===== src/rtl/alu_sequencer_pkg.sv =====
// Shared constants for the 4-bit core's issue/writeback controller:
// ALU op codes, opcode constants, FSM encoding and instruction field offsets.
package alu_sequencer_pkg;

    localparam int DATA_W     = 4;
    localparam int NUM_REGS   = 4;
    localparam int REG_AW     = 2;
    localparam int ALU_OP_LEN = 3;
    localparam int INSTR_W    = 12;

    // Instruction layout: [11:8] opcode, [7:6] rd, [5:4] rs, [3:0] imm
    localparam int OPC_LSB     = 8;
    localparam int OPC_W       = 4;
    localparam int RD_LSB      = 6;
    localparam int RS_LSB      = 4;
    localparam int IMM_LSB     = 0;
    localparam int IMM_W       = 4;
    localparam int OPC_IMM_BIT = 3;

    typedef enum logic [ALU_OP_LEN-1:0] {
        ALU_ADD  = 3'd0,
        ALU_SUB  = 3'd1,
        ALU_NAND = 3'd2,
        ALU_XOR  = 3'd3,
        ALU_SRL  = 3'd4,
        ALU_SRA  = 3'd5
    } alu_op_e;

    localparam logic [OPC_W-1:0] OPC_MOV = 4'b0110;
    localparam logic [OPC_W-1:0] OPC_LDI = 4'b1110;

    typedef enum logic [1:0] {
        ST_IDLE = 2'd0,
        ST_EXEC = 2'd1,
        ST_WB   = 2'd2
    } state_e;

    function automatic logic is_alu_code(input logic [ALU_OP_LEN-1:0] code);
        return (code <= ALU_SRA);
    endfunction

endpackage


===== src/rtl/core4_regfile.sv =====
// Register file for the 4-bit core: flop array with one write port and
// three combinational read ports (rd operand, rs operand, debug).
module core4_regfile
    import alu_sequencer_pkg::*;
#(
    parameter int WIDTH = DATA_W,
    parameter int NREGS = NUM_REGS,
    parameter int AW    = REG_AW
) (
    input  logic             clk,
    input  logic             rst_n,
    input  logic             we_i,
    input  logic [AW-1:0]    waddr_i,
    input  logic [WIDTH-1:0] wdata_i,
    input  logic [AW-1:0]    rd_addr_i,
    input  logic [AW-1:0]    rs_addr_i,
    input  logic [AW-1:0]    dbg_addr_i,
    output logic [WIDTH-1:0] rd_data_o,
    output logic [WIDTH-1:0] rs_data_o,
    output logic [WIDTH-1:0] dbg_data_o
);

    logic [WIDTH-1:0] regs_q [NREGS];
    logic [NREGS-1:0] wsel;

    for (genvar gi = 0; gi < NREGS; gi++) begin : g_wsel
        assign wsel[gi] = we_i && (waddr_i == AW'(gi));
    end

    always_ff @(posedge clk or negedge rst_n) begin
        if (!rst_n) begin
            for (int i = 0; i < NREGS; i++) begin
                regs_q[i] <= '0;
            end
        end else begin
            for (int i = 0; i < NREGS; i++) begin
                if (wsel[i]) begin
                    regs_q[i] <= wdata_i;
                end
            end
        end
    end

    assign rd_data_o  = regs_q[rd_addr_i];
    assign rs_data_o  = regs_q[rs_addr_i];
    assign dbg_data_o = regs_q[dbg_addr_i];

endmodule


===== src/rtl/alu_sequencer.sv =====
// Issue/writeback controller: accepts one instruction per 3 cycles, drives the
// external combinational ALU during EXEC and writes its result back in WB.
module alu_sequencer
    import alu_sequencer_pkg::*;
#(
    parameter int WIDTH = DATA_W,
    parameter int NREGS = NUM_REGS
) (
    input  logic                  clk,
    input  logic                  rst_n,
    input  logic                  instr_valid,
    output logic                  instr_ready,
    input  logic [INSTR_W-1:0]    instr,
    output logic [WIDTH-1:0]      alu_a,
    output logic [WIDTH-1:0]      alu_b,
    output logic [ALU_OP_LEN-1:0] alu_op,
    input  logic [WIDTH-1:0]      alu_y,
    output logic                  done,
    output logic [WIDTH-1:0]      result,
    output logic                  err,
    output logic                  zflag,
    input  logic [REG_AW-1:0]     dbg_addr,
    output logic [WIDTH-1:0]      dbg_data
);

    state_e               state_q;
    logic [INSTR_W-1:0]   instr_q;
    logic [WIDTH-1:0]     result_q;
    logic                 done_q;
    logic                 err_q;
    logic                 zflag_q;

    logic [OPC_W-1:0]     opc;
    logic [REG_AW-1:0]    rd_addr;
    logic [REG_AW-1:0]    rs_addr;
    logic [IMM_W-1:0]     imm;
    logic [WIDTH-1:0]     rd_data;
    logic [WIDTH-1:0]     rs_data;
    logic [WIDTH-1:0]     op_b;
    logic [WIDTH-1:0]     result_d;
    logic                 is_alu;
    logic                 is_mov;
    logic                 is_ldi;
    logic                 legal;
    logic                 wr_en;

    // Decode works purely off the latched instruction, so instr has no path to alu_*.
    assign opc     = instr_q[OPC_LSB +: OPC_W];
    assign rd_addr = instr_q[RD_LSB +: REG_AW];
    assign rs_addr = instr_q[RS_LSB +: REG_AW];
    assign imm     = instr_q[IMM_LSB +: IMM_W];

    assign is_alu = is_alu_code(opc[ALU_OP_LEN-1:0]);
    assign is_mov = (opc == OPC_MOV);
    assign is_ldi = (opc == OPC_LDI);
    assign legal  = is_alu || is_mov || is_ldi;
    assign op_b   = opc[OPC_IMM_BIT] ? WIDTH'(imm) : rs_data;

    always_comb begin
        result_d = '0;
        if (is_mov) begin
            result_d = rs_data;
        end else if (is_ldi) begin
            result_d = WIDTH'(imm);
        end else if (is_alu) begin
            result_d = alu_y;
        end
    end

    always_comb begin
        alu_a  = '0;
        alu_b  = '0;
        alu_op = ALU_ADD;
        if (state_q == ST_EXEC) begin
            alu_a = rd_data;
            alu_b = op_b;
            if (is_alu) begin
                alu_op = opc[ALU_OP_LEN-1:0];
            end
        end
    end

    always_ff @(posedge clk or negedge rst_n) begin
        if (!rst_n) begin
            state_q  <= ST_IDLE;
            instr_q  <= '0;
            result_q <= '0;
            done_q   <= 1'b0;
            err_q    <= 1'b0;
            zflag_q  <= 1'b0;
        end else begin
            case (state_q)
                ST_IDLE: begin
                    done_q <= 1'b0;
                    err_q  <= 1'b0;
                    if (instr_valid) begin
                        instr_q <= instr;
                        state_q <= ST_EXEC;
                    end
                end
                ST_EXEC: begin
                    result_q <= result_d;
                    done_q   <= 1'b1;
                    err_q    <= !legal;
                    state_q  <= ST_WB;
                end
                ST_WB: begin
                    done_q <= 1'b0;
                    err_q  <= 1'b0;
                    if (legal) begin
                        zflag_q <= (result_q == '0);
                    end
                    state_q <= ST_IDLE;
                end
                default: begin
                    state_q <= ST_IDLE;
                end
            endcase
        end
    end

    assign wr_en       = (state_q == ST_WB) && legal;
    assign instr_ready = (state_q == ST_IDLE);
    assign done        = done_q;
    assign err         = err_q;
    assign result      = result_q;
    assign zflag       = zflag_q;

    core4_regfile #(
        .WIDTH (WIDTH),
        .NREGS (NREGS),
        .AW    (REG_AW)
    ) u_regfile (
        .clk        (clk),
        .rst_n      (rst_n),
        .we_i       (wr_en),
        .waddr_i    (rd_addr),
        .wdata_i    (result_q),
        .rd_addr_i  (rd_addr),
        .rs_addr_i  (rs_addr),
        .dbg_addr_i (dbg_addr),
        .rd_data_o  (rd_data),
        .rs_data_o  (rs_data),
        .dbg_data_o (dbg_data)
    );

endmodule

===== config.mk =====
export PLATFORM = sky130hd
export DESIGN_NAME = alu_sequencer
export DESIGN_NICKNAME = d
export VERILOG_FILES = /design/src/rtl/alu_sequencer_pkg.sv /design/src/rtl/core4_regfile.sv /design/src/rtl/alu_sequencer.sv
export SDC_FILE = /design/constraint.sdc
export NUM_CORES = 1
export LEC_CHECK = 0
export CORE_MARGIN = 10
export CORE_UTILIZATION = 50
export DETAILED_ROUTE_END_ITERATION = 8
export HOLD_SLACK_MARGIN = 0.03
export PLACE_DENSITY = 0.87
export SYNTH_ARGS = -nofsm -noshare
export SYNTH_HDL_FRONTEND = slang
export SYNTH_SLANG_ARGS = --single-unit

===== constraint.sdc =====
create_clock -name clk -period 1.9 [get_ports clk]
set_clock_uncertainty 0.1 [all_clocks]
set_input_delay 0.19 -clock clk [delete_from_list [all_inputs] [get_ports clk]]
set_output_delay 0.19 -clock clk [all_outputs]
set_load 0.02 [all_outputs]

==> metrics.cfg <==
[sta]
worst_slew_pin_slew_ns=0.474
setup_viol=7
period_minus_slack_ns=1.98
fin_tns_setup_ns=-0.275
slew_headroom_pct=68.4
layout_setup_ws_ns=-0.0822
max_freq_mhz=505
hold_viol=0
drv_slew=0
whs_ns=0.231
rsz0062_at_grt=yes
finalCritPeriodShare_pct=104

[synth]
yosysTopAreaCell=dfrtp_1
synth.avg_cell_area_um2=14.3
syn_inst=136
synth_top_area_share_pct=47.7
ys_ff_latch=37
yosys_warnings=0
ys_types=30
synth_area_um2=1940
synth_area_leaders=dfrtp_1 (48%), mux4_2 (14%), mux2_2 (12%), mux2_4 (7.0%), mux2i_1 (2.1%)
yosysSeqAreaShare_pct=47.7
syn-num-nets=157

[global_route]
grt-ovfl-total=0
grt_pass1_vias=1542
antenna_found_initial=0
track_usage_pct=16.2
grt_max_degree=38
grt_pass1_wl_um=8400

[worst_setup_path]
crit_fanout=3
cp.arrival_ns=1.69
path_class=register to output pin
required_ns=1.61
cpPeakStageDelay_ns=0.52
critPathLaunchType=register
endpoint_kind=output pin
slowest_stage=mux4_2
worstPathCellList=buf_4, mux4_2, mux2i_1, nor2_1, buf_2

[cells_and_area]
nets=229
drive_above_1_share_pct=48.8
num_antenna_cells=0
area_growth_pct=37.8

[pwr]
powerDensity_nw_per_um2=1390
p_leak_nw=1.18
ir_drop_uv=725
power_mw=3.72

[route]
vias_per_cell=5.64
dr_total_vias=1449
drtIter0Drc=68
drc=0
drtPass1Iterations=4
wl_um=5140
ant_nets=0
avgRoutedWirePerCell_um=20.0

[place]
io_buffers=43
place_congestion=0.830
dp_hpwl_um=3810

[die]
start_util_pct=52.2
die-area_um2=6770
dieHeight_um=82.3
core_um2=3720
ios=44
die_w_um=82.3
row_count=22

[clock_network]
clock-sinks=37
cts_buffers=5
root_buffer=clkbuf_8
cts_tree=done
holdBufCountCts=0
clkLatencyLatePin_ns=0.29
clk_path_buf_depth=2
htreeDepth=2
clk_pin_slew_ns=0.07

[outcome]
status=complete, but fails checks
violations=negative setup slack

[hold_path]
hp-class=primary input to async pin

[job]
maxCapViolations=0

[path summary, 6_finish.rpt]
check | startpoint | end | cells after the start | slack, ns
setup reg to reg | instr_q[6] | u_regfile.regs_q[7] | 4 | 0.24
max in group asynchronous | rst_n | instr_q[4] | 2 | 1.11
hold / removal | rst_n | u_regfile.regs_q[1] | 2 | 0.23
setup / recovery | instr_q[4] | alu_b[1] | 5 | -0.08
min in group clk | instr[6] | instr_q[6] | 2 | 0.41
hold reg to reg | zflag | zflag | 1 | 0.43
[flip-flops by register name, indices dropped and copies added (netlist names)]
| signal | flops |
|---|---|
| err | 1 |
| state_q | 2 |
| result | 4 |
| zflag | 1 |
| u_regfile.regs_q | 16 |
| instr_q | 12 |
| done | 1 |
[final cells by class]
cell class / count / area (um^2)
Multi-Input combinational cell: 91 / 961
Fill cell: 251 / 1040
Timing Repair Buffer: 71 / 636
Sequential cell: 37 / 928
Tap cell: 48 / 60.1
Inverter: 2 / 10.0
Clock buffer: 8 / 80.1
[cell families after synthesis]
family / after synthesis / synth area share (%)
and+or+nand+nor: 36 / 11.0
DFF: 37 / 47.7
AOI/OAI and AO/OA: 10 / 3.48
muxes: 45 / 34.6
buffers and inverters: 8 / 3.29
[layer usage]
| layer | GRT usage [%] | up-vias | part of all wire, % |
|---|---|---|---|
| met3 | 6.26 | 7 | 8.5 |
| met5 | 0 | - | 0 |
| met1 | 19.9 | 742 | 41 |
| met4 | 3.74 | 0 | 1.0 |
| met2 | 26.4 | 47 | 49 |
| li1 | - | 653 | - |
[layout by cell type, fill, tap and decap left out, types with 2 or more instances in the layout]
cell type / count
dfrtp_1: 35
and2_4: 5
buf_6: 7
nand2_1: 7
mux4_2: 12
clkdlybuf4s50_1: 28
clkbuf_1: 3
nand3_1: 2
nor3b_1: 2
nand4b_1: 2
mux2_4: 9
buf_12: 2
a21oi_1: 4
clkbuf_8: 5
buf_2: 6
buf_4: 24
mux2i_1: 4
mux2_2: 20
a221oi_1: 4
clkbuf_2: 3
nor2_1: 9
dfrtp_2: 2
[where the power goes]
group / leakage [nW] / switching, mW / internal (mW)
logic: 0.698 / 0.678 / 1.08
registers: 0.438 / 0.359 / 1.08
clock network: 0.0395 / 0.262 / 0.260
total: 1.18 / 1.30 / 2.42
[worst max-delay path, delay by kind of cell (launching register included)]
family        cells  cell delay [ns]
simple gates      1             0.05
mux               2             0.68
buf+inv           2             0.29
flops             1             0.38
[stage by stage]
stage	utilization [%]	instance area, um^2	setup WS, ns	std cells
2_1_floorplan	-	1940	0.219	136
3_3_place_gp	68.5	2540	-0.253	242
3_5_place_dp	68.5	2540	-0.256	242
4_1_cts	72.3	2690	-0.0745	257
5_1_grt	72.0	2680	-0.160	257
6_report	72.0	2680	-0.0822	257
[synthesized netlist by cell type]
master,instances
dfrtp_1,37
mux2_2,20
mux4_2,12
mux2_4,9
nor2_1,9
nand2_1,7
and2_1,5
a21oi_1,4
a221oi_1,4
mux2i_1,4
buf_2,2
buf_6,2
nand3_1,2
nand4b_1,2
nor3b_1,2
a21boi_0,1
and2_4,1
and2b_2,1
and3_1,1
and4_4,1
and4b_1,1
and4bb_2,1
buf_12,1
clkbuf_1,1
clkinv_1,1
inv_1,1
nor2_2,1
nor4_1,1
o21ai_0,1
or2b_2,1
[what timing repair did]
item                       CTS  global route
pin swaps                    3             1
setup endpoints to repair   15            14
resized for setup           67            11
setup buffers                7             0
Power figures use the tool's default switching activity.
